<file path="src/rtl/hilo_unit_if.sv">
// -----------------------------------------------------------------------------
// hilo_unit_if
// Op request / register readback bundle between the writeback stage and the
// HI/LO special-register unit.
//   master modport : writeback stage (issues ops, reads HI/LO)
//   slave modport  : hilo_unit
// Signals:
//   op_valid       op request
//   op_ready       unit can accept an op
//   op_mode        0 WR_HILO, 1 WR_HI, 2 WR_LO, 3 MADD, 4 MSUB, 5-7 reserved
//   write_hi_data  HI write data / addend upper half
//   write_lo_data  LO write data / addend lower half
//   hi_data        HI register value
//   lo_data        LO register value
//   busy           accumulate in progress
//   acc_done       one-cycle pulse when an accumulate finishes
// -----------------------------------------------------------------------------
`timescale 1ns/1ps
interface hilo_unit_if #(
  parameter int DATA_WIDTH = 32
);
  logic                  op_valid;
  logic                  op_ready;
  logic [2:0]            op_mode;
  logic [DATA_WIDTH-1:0] write_hi_data;
  logic [DATA_WIDTH-1:0] write_lo_data;
  logic [DATA_WIDTH-1:0] hi_data;
  logic [DATA_WIDTH-1:0] lo_data;
  logic                  busy;
  logic                  acc_done;

  modport master (
    output op_valid, op_mode, write_hi_data, write_lo_data,
    input  op_ready, hi_data, lo_data, busy, acc_done
  );

  modport slave (
    input  op_valid, op_mode, write_hi_data, write_lo_data,
    output op_ready, hi_data, lo_data, busy, acc_done
  );
endinterface

</file>
<file path="src/rtl/hilo_unit.sv">
// -----------------------------------------------------------------------------
// hilo_unit
// HI/LO special-register pair with full/half writes and a two-step
// 2*DATA_WIDTH multiply-accumulate update (MADD adds, MSUB subtracts the
// {write_hi_data, write_lo_data} addend). LO half is updated first, its
// carry/borrow is kept in a 1-bit register and folded into the HI half on
// the following cycle.
// Ports:
//   clock  rising-edge clock
//   reset  asynchronous active-high reset, clears all state
//   bus    hilo_unit_if.slave (op handshake, write data, HI/LO readback,
//          busy, acc_done)
// Configuration:
//   HILO_BYPASS_EN  when defined, a WR_* op accepted this cycle is forwarded
//                   combinationally to hi_data/lo_data; otherwise hi_data and
//                   lo_data are plain register outputs.
// -----------------------------------------------------------------------------
`timescale 1ns/1ps
module hilo_unit #(
  parameter int DATA_WIDTH = 32
) (
  input  logic        clock,
  input  logic        reset,
  hilo_unit_if.slave  bus
);

  typedef enum logic [1:0] {
    IDLE   = 2'd0,
    ACC_LO = 2'd1,
    ACC_HI = 2'd2
  } state_t;

  localparam logic [2:0] MODE_WR_HILO = 3'd0;
  localparam logic [2:0] MODE_WR_HI   = 3'd1;
  localparam logic [2:0] MODE_WR_LO   = 3'd2;
  localparam logic [2:0] MODE_MADD    = 3'd3;
  localparam logic [2:0] MODE_MSUB    = 3'd4;

  state_t                state_r;
  state_t                state_s;
  logic                  op_ready_r;
  logic                  acc_done_r;
  logic [DATA_WIDTH-1:0] hi_r;
  logic [DATA_WIDTH-1:0] lo_r;
  logic [DATA_WIDTH-1:0] addend_hi_r;
  logic [DATA_WIDTH-1:0] addend_lo_r;
  logic                  sub_r;     // latched op is MSUB
  logic                  carry_r;   // carry (MADD) or borrow (MSUB) from LO half

  logic                  accept_s;
  logic                  wr_hi_en_s;
  logic                  wr_lo_en_s;
  logic                  acc_start_s;
  logic                  acc_lo_en_s;
  logic                  acc_hi_en_s;
  logic [DATA_WIDTH:0]   lo_sum_s;  // MSB is carry-out / borrow-out
  logic [DATA_WIDTH-1:0] hi_sum_s;
  logic [DATA_WIDTH-1:0] carry_ext_s;

  assign accept_s = bus.op_valid & op_ready_r;

  // State register
  always_ff @(posedge clock or posedge reset) begin
    if (reset) begin
      state_r <= IDLE;
    end else begin
      state_r <= state_s;
    end
  end

  // Next-state and per-cycle update enables
  always_comb begin
    state_s     = state_r;
    wr_hi_en_s  = 1'b0;
    wr_lo_en_s  = 1'b0;
    acc_start_s = 1'b0;
    acc_lo_en_s = 1'b0;
    acc_hi_en_s = 1'b0;
    case (state_r)
      IDLE: begin
        if (accept_s) begin
          case (bus.op_mode)
            MODE_WR_HILO: begin
              wr_hi_en_s = 1'b1;
              wr_lo_en_s = 1'b1;
            end
            MODE_WR_HI: wr_hi_en_s = 1'b1;
            MODE_WR_LO: wr_lo_en_s = 1'b1;
            MODE_MADD, MODE_MSUB: begin
              acc_start_s = 1'b1;
              state_s     = ACC_LO;
            end
            // reserved modes are accepted and do nothing
            default: state_s = IDLE;
          endcase
        end else begin
          state_s = IDLE;
        end
      end
      ACC_LO: begin
        acc_lo_en_s = 1'b1;
        state_s     = ACC_HI;
      end
      ACC_HI: begin
        acc_hi_en_s = 1'b1;
        state_s     = IDLE;
      end
      default: state_s = IDLE;
    endcase
  end

  // Half-width add/subtract; the extra LO bit captures carry or borrow
  always_comb begin
    carry_ext_s = {{(DATA_WIDTH-1){1'b0}}, carry_r};
    if (sub_r) begin
      lo_sum_s = {1'b0, lo_r} - {1'b0, addend_lo_r};
      hi_sum_s = hi_r - addend_hi_r - carry_ext_s;
    end else begin
      lo_sum_s = {1'b0, lo_r} + {1'b0, addend_lo_r};
      hi_sum_s = hi_r + addend_hi_r + carry_ext_s;
    end
  end

  // Handshake and completion flags, aligned with the state register
  always_ff @(posedge clock or posedge reset) begin
    if (reset) begin
      op_ready_r <= 1'b1;
      acc_done_r <= 1'b0;
    end else begin
      op_ready_r <= (state_s == IDLE);
      acc_done_r <= acc_hi_en_s;
    end
  end

  // HI/LO registers, addend latch and carry flag
  always_ff @(posedge clock or posedge reset) begin
    if (reset) begin
      hi_r        <= {DATA_WIDTH{1'b0}};
      lo_r        <= {DATA_WIDTH{1'b0}};
      addend_hi_r <= {DATA_WIDTH{1'b0}};
      addend_lo_r <= {DATA_WIDTH{1'b0}};
      sub_r       <= 1'b0;
      carry_r     <= 1'b0;
    end else begin
      if (wr_hi_en_s) begin
        hi_r <= bus.write_hi_data;
      end else if (acc_hi_en_s) begin
        hi_r <= hi_sum_s;
      end
      if (wr_lo_en_s) begin
        lo_r <= bus.write_lo_data;
      end else if (acc_lo_en_s) begin
        lo_r    <= lo_sum_s[DATA_WIDTH-1:0];
        carry_r <= lo_sum_s[DATA_WIDTH];
      end
      if (acc_start_s) begin
        addend_hi_r <= bus.write_hi_data;
        addend_lo_r <= bus.write_lo_data;
        sub_r       <= (bus.op_mode == MODE_MSUB);
      end
    end
  end

  assign bus.op_ready = op_ready_r;
  assign bus.busy     = ~op_ready_r;
  assign bus.acc_done = acc_done_r;

`ifdef HILO_BYPASS_EN
  logic [DATA_WIDTH-1:0] hi_out_s;
  logic [DATA_WIDTH-1:0] lo_out_s;

  // Forward write data of an op accepted this cycle; accumulates are not
  // forwarded because busy already stalls readers
  always_comb begin
    hi_out_s = hi_r;
    lo_out_s = lo_r;
    if (wr_hi_en_s) begin
      hi_out_s = bus.write_hi_data;
    end else begin
      hi_out_s = hi_r;
    end
    if (wr_lo_en_s) begin
      lo_out_s = bus.write_lo_data;
    end else begin
      lo_out_s = lo_r;
    end
  end

  assign bus.hi_data = hi_out_s;
  assign bus.lo_data = lo_out_s;
`else
  assign bus.hi_data = hi_r;
  assign bus.lo_data = lo_r;
`endif

endmodule

</file>
<file path="src/flat_wrapper.sv">
// flat-port wrapper written by rule: the top's interface ports become plain ports
module hilo_unit_flat 
#(
  parameter int DATA_WIDTH = 32
)
  (clock, reset, bus_op_valid, bus_op_mode, bus_write_hi_data, bus_write_lo_data, bus_op_ready, bus_hi_data, bus_lo_data, bus_busy, bus_acc_done);
  hilo_unit_if #(.DATA_WIDTH(DATA_WIDTH)) bus_i ();
  input  logic clock;
  input  logic reset;
  input wire logic [$bits(bus_i.op_valid)-1:0] bus_op_valid;
  input wire logic [$bits(bus_i.op_mode)-1:0] bus_op_mode;
  input wire logic [$bits(bus_i.write_hi_data)-1:0] bus_write_hi_data;
  input wire logic [$bits(bus_i.write_lo_data)-1:0] bus_write_lo_data;
  output wire logic [$bits(bus_i.op_ready)-1:0] bus_op_ready;
  output wire logic [$bits(bus_i.hi_data)-1:0] bus_hi_data;
  output wire logic [$bits(bus_i.lo_data)-1:0] bus_lo_data;
  output wire logic [$bits(bus_i.busy)-1:0] bus_busy;
  output wire logic [$bits(bus_i.acc_done)-1:0] bus_acc_done;
  assign bus_i.op_valid = bus_op_valid;
  assign bus_i.op_mode = bus_op_mode;
  assign bus_i.write_hi_data = bus_write_hi_data;
  assign bus_i.write_lo_data = bus_write_lo_data;
  assign bus_op_ready = bus_i.op_ready;
  assign bus_hi_data = bus_i.hi_data;
  assign bus_lo_data = bus_i.lo_data;
  assign bus_busy = bus_i.busy;
  assign bus_acc_done = bus_i.acc_done;
  hilo_unit #(.DATA_WIDTH(DATA_WIDTH)) u_core (.clock(clock), .reset(reset), .bus(bus_i));
endmodule
</file>
<file path="config.mk">
export PLATFORM = sky130hd
export DESIGN_NAME = hilo_unit_flat
export DESIGN_NICKNAME = d
export VERILOG_FILES = /design/src/rtl/hilo_unit_if.sv /design/src/rtl/hilo_unit.sv /design/src/flat_wrapper.sv
export SDC_FILE = /design/constraint.sdc
export NUM_CORES = 1
export LEC_CHECK = 0
export CORE_MARGIN = 2
export CORE_UTILIZATION = 35
export CTS_BUF_LIST = sky130_fd_sc_hd__clkbuf_4 sky130_fd_sc_hd__clkbuf_8 sky130_fd_sc_hd__clkbuf_16
export DETAILED_ROUTE_END_ITERATION = 8
export PLACE_DENSITY = 0.52
export SYNTH_ARGS = -nofsm -noshare
export SYNTH_HDL_FRONTEND = slang
export SYNTH_SLANG_ARGS = --single-unit
</file>
<file path="constraint.sdc">
create_clock -name clock -period 6.7 [get_ports clock]
set_clock_uncertainty 0.2 [all_clocks]
set_input_delay 1.34 -clock clock [delete_from_list [all_inputs] [get_ports clock]]
set_output_delay 1.34 -clock clock [all_outputs]
set_load 0.05 [all_outputs]
</file>
; After elaboration in Yosys (flattened, before gate mapping)
; Index checks and enable logic that the tools add are counted.
[word_totals]
inputBits = 70
n_memories = 0
register_bits = 134
mem_bits_ro = 0
latchBits = 0
ramBits = 0
[classes]
mul = 0
n_addsub = 6
reduce_logical = 10
div_mod_pow = 0
muxes = 20
n_eq_ne = 6
n_bitwise = 3
order_cmp = 0
n_shift = 0
[ops]
columns = operator, count
row1 = $mux 32, 5
row2 = $add 32x32->33, 1
row3 = $mux 33, 1
row4 = $sub 32x32->33, 1
row5 = $add 32x1->32, 1
row6 = $add 32x32->32, 1
row7 = $sub 32x1->32, 1
row8 = $sub 32x32->32, 1
row9 = $mux 1, 11
row10 = $pmux 2 s2, 2
row11 = $eq 3x2->1 const B, 2
row12 = $reduce_or 2->1, 3
row13 = $logic_not 2->1, 2
row14 = $reduce_bool 2->1, 2
row15 = $eq 3x1->1 const B, 1
row16 = $eq 3x3->1 const B, 1
row17 = $logic_not 3->1, 1
row18 = $reduce_or 3->1, 1
row19 = $eq 2x1->1 const B, 1
row20 = $eq 2x2->1 const B, 1
row21 = $mux 2, 1
row22 = $not 1->1, 2
row23 = $reduce_and 2->1, 1
row24 = $and 1x1->1, 1

; Longest topological paths before layout
; Gate-level depths: netlist of run 1.
[depth]
depth_word = 7
ltp_mapped = 19

; Worst setup path after synthesis of run 1
; Ideal clock, no wire load.
[synth_path]
path_type = register to register
startpoint = reg u_core.addend_lo_r[11]
endpoint = reg u_core.lo_r[31], in the netlist u_core.bus.lo_data[31]
arrival_time_ps = 3717
stages_incl_launch_ff = 19
setup_time_ps = 142
slack_ps = 2640
period_less_slack_ps = 4060
cell_sequence = dfrtp_1 -> or4_1 -> nor4_1 -> nor2b_1 -> and2_1 -> nor2b_1 -> and3b_1 -> a21oi_1 -> xnor2_1 -> ha_1 -> clkbuf_1 -> a21o_1 -> a21oi_1 -> inv_1 -> nor3_1 -> nand3_1 -> a41oi_1 -> xor2_1 -> o221ai_1
[synth_via]
elab_chain_len = 4
[synth_rtl]
columns = item, line_no
row1 = from (decl), hilo_unit.sv:46  ; logic [DATA_WIDTH-1:0] addend_lo_r;
row2 = from (signal assigned), hilo_unit.sv:141  ; addend_lo_r <= {DATA_WIDTH{1'b0}};
row3 = from (signal assigned), hilo_unit.sv:158  ; addend_lo_r <= bus.write_lo_data;
row4 = $add 32x32->33 / $sub 32x32->33 (equally long branches), "hilo_unit.sv:119, hilo_unit.sv:116"
row5 = $mux 33 *, hilo_unit.sv:115  ; if (sub_r) begin
row6 = $mux 32 *, hilo_unit.sv:152  ; end else if (acc_lo_en_s) begin
row7 = $mux 32 *, hilo_unit.sv:150  ; if (wr_lo_en_s) begin
row8 = to (signal assigned), hilo_unit.sv:139  ; lo_r <= {DATA_WIDTH{1'b0}};
row9 = to (signal assigned), hilo_unit.sv:151  ; lo_r <= bus.write_lo_data;
row10 = to (signal assigned), hilo_unit.sv:153  ; lo_r <= lo_sum_s[DATA_WIDTH-1:0];
row11 = to (decl), hilo_unit.sv:44  ; logic [DATA_WIDTH-1:0] lo_r;
; Every way passes the cells marked *; elsewhere a longest branch is shown, timed or not. The select of a mux whose other input is x is not followed.
; A chain may end at the register's enable or synchronous reset.

; Worst setup path in the final report of run 1
[layout_path]
startpoint = reg u_core.addend_lo_r[3]
endpoint = reg u_core.lo_r[31], in the netlist u_core.bus.lo_data[31]
; The elaborated chain is that of the path after synthesis.

==> results of run 1 <==
cell type report:
class | count | share of cell area
Clock buffer | 22 | 0.0346
Tap cell | 442 | 0.0392
Timing Repair Buffer | 146 | 0.102
Multi-Input combinational cell | 1162 | 0.542
Sequential cell | 134 | 0.238
Clock inverter | 10 | 0.0102
Inverter | 128 | 0.0344
cells by family after synthesis:
kind of cell | Yosys count
compound gates | 417
flops | 134
xor+xnor | 113
mux | 5
buf+inv | 180
fa+ha+maj | 128
simple gates | 499
placed cells by master, fill, tap and decap left out, types with 7 or more instances in the layout:
cell type        netlist  final
nand2_1              246    246
clkdlybuf4s50_1        0    136
dfrtp_1              133    132
inv_1                126    124
ha_1                 123    123
a21oi_1              109    109
nor2_1                96     95
xnor2_1               92     92
o21ai_0               88     88
nor3_1                39     39
a22oi_1               36     36
a21o_1                29     29
nand2b_1              23     22
xor2_1                21     21
nand3_1               21     21
o21ai_1               20     20
nor2b_1               17     17
o21bai_1              17     17
clkbuf_16              0     17
a31oi_1               14     14
o211ai_1              12     12
a211oi_1              11     11
o31ai_1               10     10
buf_4                  0     10
and3_1                 9      9
nor4_1                 9      9
a221o_1                8      8
a221oi_1               8      8
o221ai_1               7      7
power by group through the flow:
stage	combinational [mW]	sequential [mW]	clock, mW
2_1_floorplan	4.00	2.03	0
3_3_place_gp	6.14	1.47	0
3_5_place_dp	6.15	1.47	0
4_1_cts	6.19	1.47	1.06
5_1_grt	6.88	1.51	1.10
6_report	6.20	1.46	1.03
Yosys cell counts (all sizes together) (6+ instances only):
| cell | instances | area [µm²] |
|---|---|---|
| a221o | 8 | 80.1 |
| xnor2 | 92 | 806 |
| a21o | 29 | 218 |
| o31ai | 12 | 100 |
| nand2b | 23 | 144 |
| a41oi | 6 | 60.1 |
| ha | 123 | 1540 |
| xor2 | 21 | 184 |
| and3 | 9 | 56.3 |
| nand2 | 246 | 923 |
| nand3 | 21 | 105 |
| nor2 | 96 | 360 |
| nor4 | 9 | 56.3 |
| o211ai | 12 | 90.1 |
| nor3 | 42 | 225 |
| o21bai | 17 | 128 |
| dfrtp | 133 | 3330 |
| a31oi | 15 | 100 |
| inv | 126 | 473 |
| a221oi | 9 | 85.1 |
| a211oi | 11 | 82.6 |
| nor2b | 17 | 106 |
| a21oi | 109 | 546 |
| a22oi | 36 | 270 |
| clkbuf | 49 | 184 |
| o21ai | 108 | 541 |
| o221ai | 7 | 61.3 |
critical path: stages, from the launching register on:
cell and delay [ns]:
dfrtp_1 0.42, nor3_1 0.33, nand2_1 0.14, nor4_1 0.73, and2_1 0.33, nor2b_1 0.24, and3b_1 0.25, a21oi_1 0.09
xnor2_1 0.16, ha_1 0.37, a21o_1 0.21, a21oi_1 0.28, inv_1 0.08, nor3_1 0.20, nand3_1 0.11, a41oi_1 0.23
xor2_1 0.16, o221ai_1 0.12
registers in the layout, summed over array words and instances (netlist names):
name,flops
u_core.bus.lo_data,32
u_core.bus.op_ready,1
u_core.bus.hi_data,32
u_core.bus.acc_done,1
u_core.addend_hi_r,32
u_core.addend_lo_r,32
u_core.carry_r,1
u_core.state_r,2
u_core.sub_r,1
worst paths after layout:
| check | end | slack [ns] | cells past startpoint |
|---|---|---|---|
| max | u_core.bus.lo_data[31]$_DFFE_PP0P_ | 1.89 | 17 |
| min | u_core.addend_hi_r[31]$_DFFE_PP0P_ | 0.30 | 2 |
| max reg2reg | u_core.bus.lo_data[31]$_DFFE_PP0P_ | 1.89 | 17 |
| min reg2reg | u_core.addend_hi_r[31]$_DFFE_PP0P_ | 0.30 | 2 |
| max in group asynchronous | u_core.addend_hi_r[31]$_DFFE_PP0P_ | 3.96 | 3 |
| min in group asynchronous | u_core.bus.lo_data[7]$_DFFE_PP0P_ | 1.22 | 2 |
per-layer routing:
| metal | up-vias | share of wire | wire (µm) |
|---|---|---|---|
| met5 | - | 0 | 0 |
| met3 | 49 | 0.041 | 1500 |
| met4 | 0 | 0.023 | 845 |
| li1 | 5398 | - | - |
| met1 | 5169 | 0.47 | 17300 |
| met2 | 254 | 0.46 | 16900 |
==> flow_metrics.tcl, run 1 <==
set metrics [dict create \
    status "completed" \
    n_antenna_cell 0 \
    p_switching_mw 4.49 \
    cp-end-kind "register" \
    synth_area_um2 11700 \
    finalWirelength_mm 36.6 \
    power_mw 8.69 \
    drive_gt1_frac 0.0406 \
    crit_path_start_kind "register" \
    clk_pin_slew_ns 0.07 \
    rsz0062_at_grt "false" \
    max_cap_violations 0 \
    die_area_um2 34800 \
    clk_latency_ns 0.45 \
    dpl.hpwl_mm 27.2 \
    seqCellArea_um2 3360 \
    wl_per_cell_um 17.9 \
    required_ns 6.79 \
    power_leakage_nw 6.48 \
    yosys_warnings 0 \
    grt_pass1_vias 11073 \
    fillers 3397 \
    grt_pass1_wl_mm 59.4 \
    use_met3 0.0389 \
    synth_edf_count 0 \
    hp-class "register to register" \
    port_buffers 136 \
    p_per_area_nw_per_um2 616 \
    synth_nets 1674 \
    cts_tree "built" \
    dpl_cell_area_um2 13500 \
    r2r_start "u_core.addend_lo_r[3]$_DFFE_PP0P_" \
    synth-seq-cells 134 \
    post-route-period-util 0.718 \
    drv_slew 0 \
    fin_util 0.432 \
    vias_per_cell 5.32 \
    grtUsageMet1 0.281 \
    critPathLaunch "u_core.addend_lo_r[3]$_DFFE_PP0P_" \
    irDropWorstVdd_uv 294 \
    period_minus_slack_ns 4.81 \
    internal_power_mw 4.20 \
    die_h_um 187 \
    ios 137 \
    clkSinkCount 134 \
    muxShareOfSynthArea 0.00429 \
    pwr-share-seq 0.168 \
    fin_hold_ws_ns 0.299 \
    cp.arrival_ns 4.90 \
    place.gp.congestion 0.974 \
    ys_seq_area_frac 0.287 \
    path_max_fanout 8 \
    syn_avg_cell_area_um2 7.91 \
    initial_utilization 0.357 \
    drc 0 \
    rows 66 \
    setup_slack_ns 1.89 \
    num_vias 10870 \
    syn-instance-count 1476 \
    max_slew.worst_pin.slew_ns 1.11 \
    synth_top_flop_cell "dfrtp_1" \
    tns_ns 0 \
    synthAdderAreaFrac 0.140 \
    yosys.area_share.xor_xnor 0.0848 \
    grt_overflow_total 0 \
    cts_root_buf "clkbuf_16" \
    core_area_um2 32700 \
    synthSimpleGateAreaFrac 0.192 \
    firstDrtPassIters 5 \
    htreeDepth 4 \
    worst-setup-path-type "register to register" \
    die_x_um 187 \
    setup_viol 0 \
    clock.fmax_mhz 208 \
    yosysUniqueCellTypes 71 \
    synth_compound_area_frac 0.233 \
    swShare 0.516 \
    cts_setup_buffers 0 \
    placed_cells 2012 \
    relSlewSlack 0.259 \
    grt_max_degree 95 \
    postRouteAntennaNets 0 \
    numCtsBuffers 17 \
    fin_nets 1787 \
    synthArstFlopShare 1.00 \
    clockBufferDepth 2 \
    track_usage 0.212 \
    globalRouteMet2Util 0.349 \
    synth_top_family_by_area "compound AO/OA/AOI/OAI gates" \
    place_worst_setup_slack_ns 1.90 \
    area_growth_pct 21.0 \
    p_comb_frac 0.713 \
    cts-resized-gates 0 \
    busiest_layer "met2" \
    multiInputGateArea_um2 7660 \
    antenna_found_initial 0 \
    hold_viol 0 \
    dr.first_iter.drc_count 696 \
    fin_cells 2044 \
    cts_hold_buf 0 \
    pwr-share-clk 0.119 \
    hp-start "u_core.addend_hi_r[31]$_DFFE_PP0P_" \
    fin_area_um2 14100 \
]
(Power assumes the default switching activity.)
==> inputs of run 2 (changes only) <==
--- a/config.mk
+++ b/config.mk
@@ -9,7 +9,7 @@
 export CORE_UTILIZATION = 35
 export CTS_BUF_LIST = sky130_fd_sc_hd__clkbuf_4 sky130_fd_sc_hd__clkbuf_8 sky130_fd_sc_hd__clkbuf_16
 export DETAILED_ROUTE_END_ITERATION = 8
-export PLACE_DENSITY = 0.52
+export PLACE_DENSITY = 0.54
 export SYNTH_ARGS = -nofsm -noshare
 export SYNTH_HDL_FRONTEND = slang
 export SYNTH_SLANG_ARGS = --single-unit
==> constraint.sdc (replaced) <==
create_clock -name clock -period 4.2 [get_ports clock]
set_clock_uncertainty 0.2 [all_clocks]
set_input_delay 0.84 -clock clock [delete_from_list [all_inputs] [get_ports clock]]
set_output_delay 0.84 -clock clock [all_outputs]
set_load 0.05 [all_outputs]
==> flow_metrics.tcl, run 2 (synthesized netlist as in run 1, its figures left out) <==
set metrics [dict create \
    grt_pass1_wl_mm 60.1 \
    swShare 0.521 \
    post-route-period-util 0.968 \
    clock.fmax_mhz 246 \
    hp-start "u_core.addend_hi_r[31]$_DFFE_PP0P_" \
    relSlewSlack 0.398 \
    cp.arrival_ns 4.20 \
    power_leakage_nw 6.66 \
    setup_viol 0 \
    globalRouteMet2Util 0.356 \
    worst-setup-path-type "register to register" \
    num_vias 11029 \
    internal_power_mw 6.75 \
    path_buf_inv 4 \
    irDropWorstVdd_uv 480 \
    pwr-share-clk 0.111 \
    drive_gt1_frac 0.0714 \
    core_area_um2 32700 \
    crit_path_start_kind "register" \
    path_max_fanout 5 \
    min_path_cells 2 \
    worstPathCellList "inv_1 -> ha_1 -> inv_1 -> nor4_2 -> buf_4 -> a21oi_1 -> xnor2_1 -> ha_1 -> inv_1 -> o31ai_1 -> nand3_1 -> a211oi_1 -> o211ai_1 -> o21ai_1 -> a21oi_1 -> a2111oi_0 -> a21bo_2" \
    placed_cells 2047 \
    clk_latency_ns 0.45 \
    use_met3 0.0333 \
    p_per_area_nw_per_um2 972 \
    max_slew.worst_pin.slew_ns 0.901 \
    required_ns 4.33 \
    die_area_um2 34800 \
    firstDrtPassIters 5 \
    r2r_start "u_core.addend_lo_r[0]$_DFFE_PP0P_" \
    pwr-share-seq 0.166 \
    crit_path_top_delay_cell "dfrtp_1" \
    numCtsBuffers 17 \
    drc 0 \
    dr.first_iter.drc_count 808 \
    layout_common_cells "245 x nand2_1, 136 x clkdlybuf4s50_1, 132 x dfrtp_1" \
    cp-end-kind "register" \
    p_switching_mw 7.34 \
    wl_per_cell_um 17.8 \
    clockBufferDepth 2 \
    critPathLaunch "u_core.addend_lo_r[0]$_DFFE_PP0P_" \
    port_buffers 136 \
    ios 137 \
    hp-class "register to register" \
    finalWirelength_mm 37.0 \
    dpl.hpwl_mm 27.6 \
    period_minus_slack_ns 4.06 \
    rows 66 \
    die_h_um 187 \
    die_x_um 187 \
    grt_pass1_vias 11093 \
    fin_util 0.443 \
    cts_root_buf "clkbuf_16" \
    initial_utilization 0.357 \
    htreeDepth 4 \
    antenna_found_initial 0 \
    crit_cells 17 \
    rsz0062_at_grt "true" \
    track_usage 0.215 \
    status "completed" \
    area_growth_pct 24.1 \
    vias_per_cell 5.30 \
    clkSinkCount 134 \
    drv_slew 0 \
    hold_viol 0 \
    postRouteAntennaNets 0 \
    max_stage_delay_ns 0.47 \
    busiest_layer "met2" \
    clk_pin_slew_ns 0.07 \
    grt_overflow_total 0 \
    reg2regPathDepth 17 \
    grt_max_degree 67 \
    p_comb_frac 0.723 \
    path_delay_family "compound AO/OA/AOI/OAI gates" \
    max_cap_violations 0 \
    grtUsageMet1 0.289 \
    n_antenna_cell 0 \
    final_common_cell "nand2_1" \
    fin_cells 2080 \
    cts_tree "built" \
    crit_top_cell "inv_1" \
    fin_nets 1823 \
    place.gp.congestion 0.907 \
]
[run 2: changes by cell type in the layout (fill, tap and decap cells not counted), moves of 3 or more]
cell / before / now
inv_6: 3 / 6
buf_12: 0 / 4
nor3_1: 39 / 36
buf_4: 10 / 42
clkbuf_8: 4 / 0
inv_8: 0 / 4
nor3_2: 1 / 4
nor4_1: 9 / 6
[run 2: worst paths after layout]
check	to	slack, ns
max	u_core.bus.lo_data[29]$_DFFE_PP0P_	0.14
min	u_core.addend_hi_r[31]$_DFFE_PP0P_	0.30
max reg2reg	u_core.bus.lo_data[29]$_DFFE_PP0P_	0.14
min reg2reg	u_core.addend_hi_r[31]$_DFFE_PP0P_	0.30
max in group asynchronous	u_core.bus.op_ready$_DFF_PP1_	2.67
min in group asynchronous	u_core.bus.lo_data[5]$_DFFE_PP0P_	0.48
[run 2: cell type report]
class / instances / area [µm²]
clock inverters: 15 / 158
fillers: 3310 / 18200
clock buffers: 17 / 425
well taps: 442 / 553
flip-flops and latches: 134 / 3360
repair buffers: 182 / 1760
multi-input cells: 1162 / 7760
inverters: 128 / 484
[run 2: tightest hold or removal path, cell delays in order (launching register included)]
cell and delay [ns]:
dfrtp_1 0.36, nand2_1 0.05, nand2_1 0.06
[run 2: metrics by stage]
stage	instance area (µm²)	hold WS, ns	total power [mW]	TNS, ns	worst slack [ns]
after floorplan	11700	0.265	9.63	0	0.140
after global placement	13800	0.284	12.4	0	0.119
after detailed placement	13800	0.293	12.4	0	0.0550
after CTS	14400	0.311	14.0	0	0.0385
after global routing	14500	0.350	15.3	-0.121	-0.0777
final	14500	0.303	14.1	0	0.135
[run 2: layer usage]
| metal | share of wire | routed length [µm] | vias to the layer above |
|---|---|---|---|
| met4 | 0.020 | 728 | 0 |
| li1 | - | - | 5451 |
| met1 | 0.47 | 17500 | 5253 |
| met3 | 0.044 | 1630 | 39 |
| met2 | 0.46 | 17200 | 286 |
| met5 | 0 | 0 | - |
[run 2: power by group through the flow]
stage          sequential [mW]  clock (mW)  combinational [mW]
2_1_floorplan             3.24           0                6.38
3_3_place_gp              2.34           0                10.0
3_5_place_dp              2.34           0                10.0
4_1_cts                   2.33        1.59                10.1
5_1_grt                   2.43        1.64                11.3
6_report                  2.34        1.56                10.2
[run 2: repair_timing]
action / in CTS / in global routing
endpoints found under the hold margin: 0 / 0
gates resized for setup: 1 / 19
setup endpoints to repair: 1 / 12
hold buffers: 0 / 0
pin swaps: 0 / 5
buffers inserted: 0 / 1
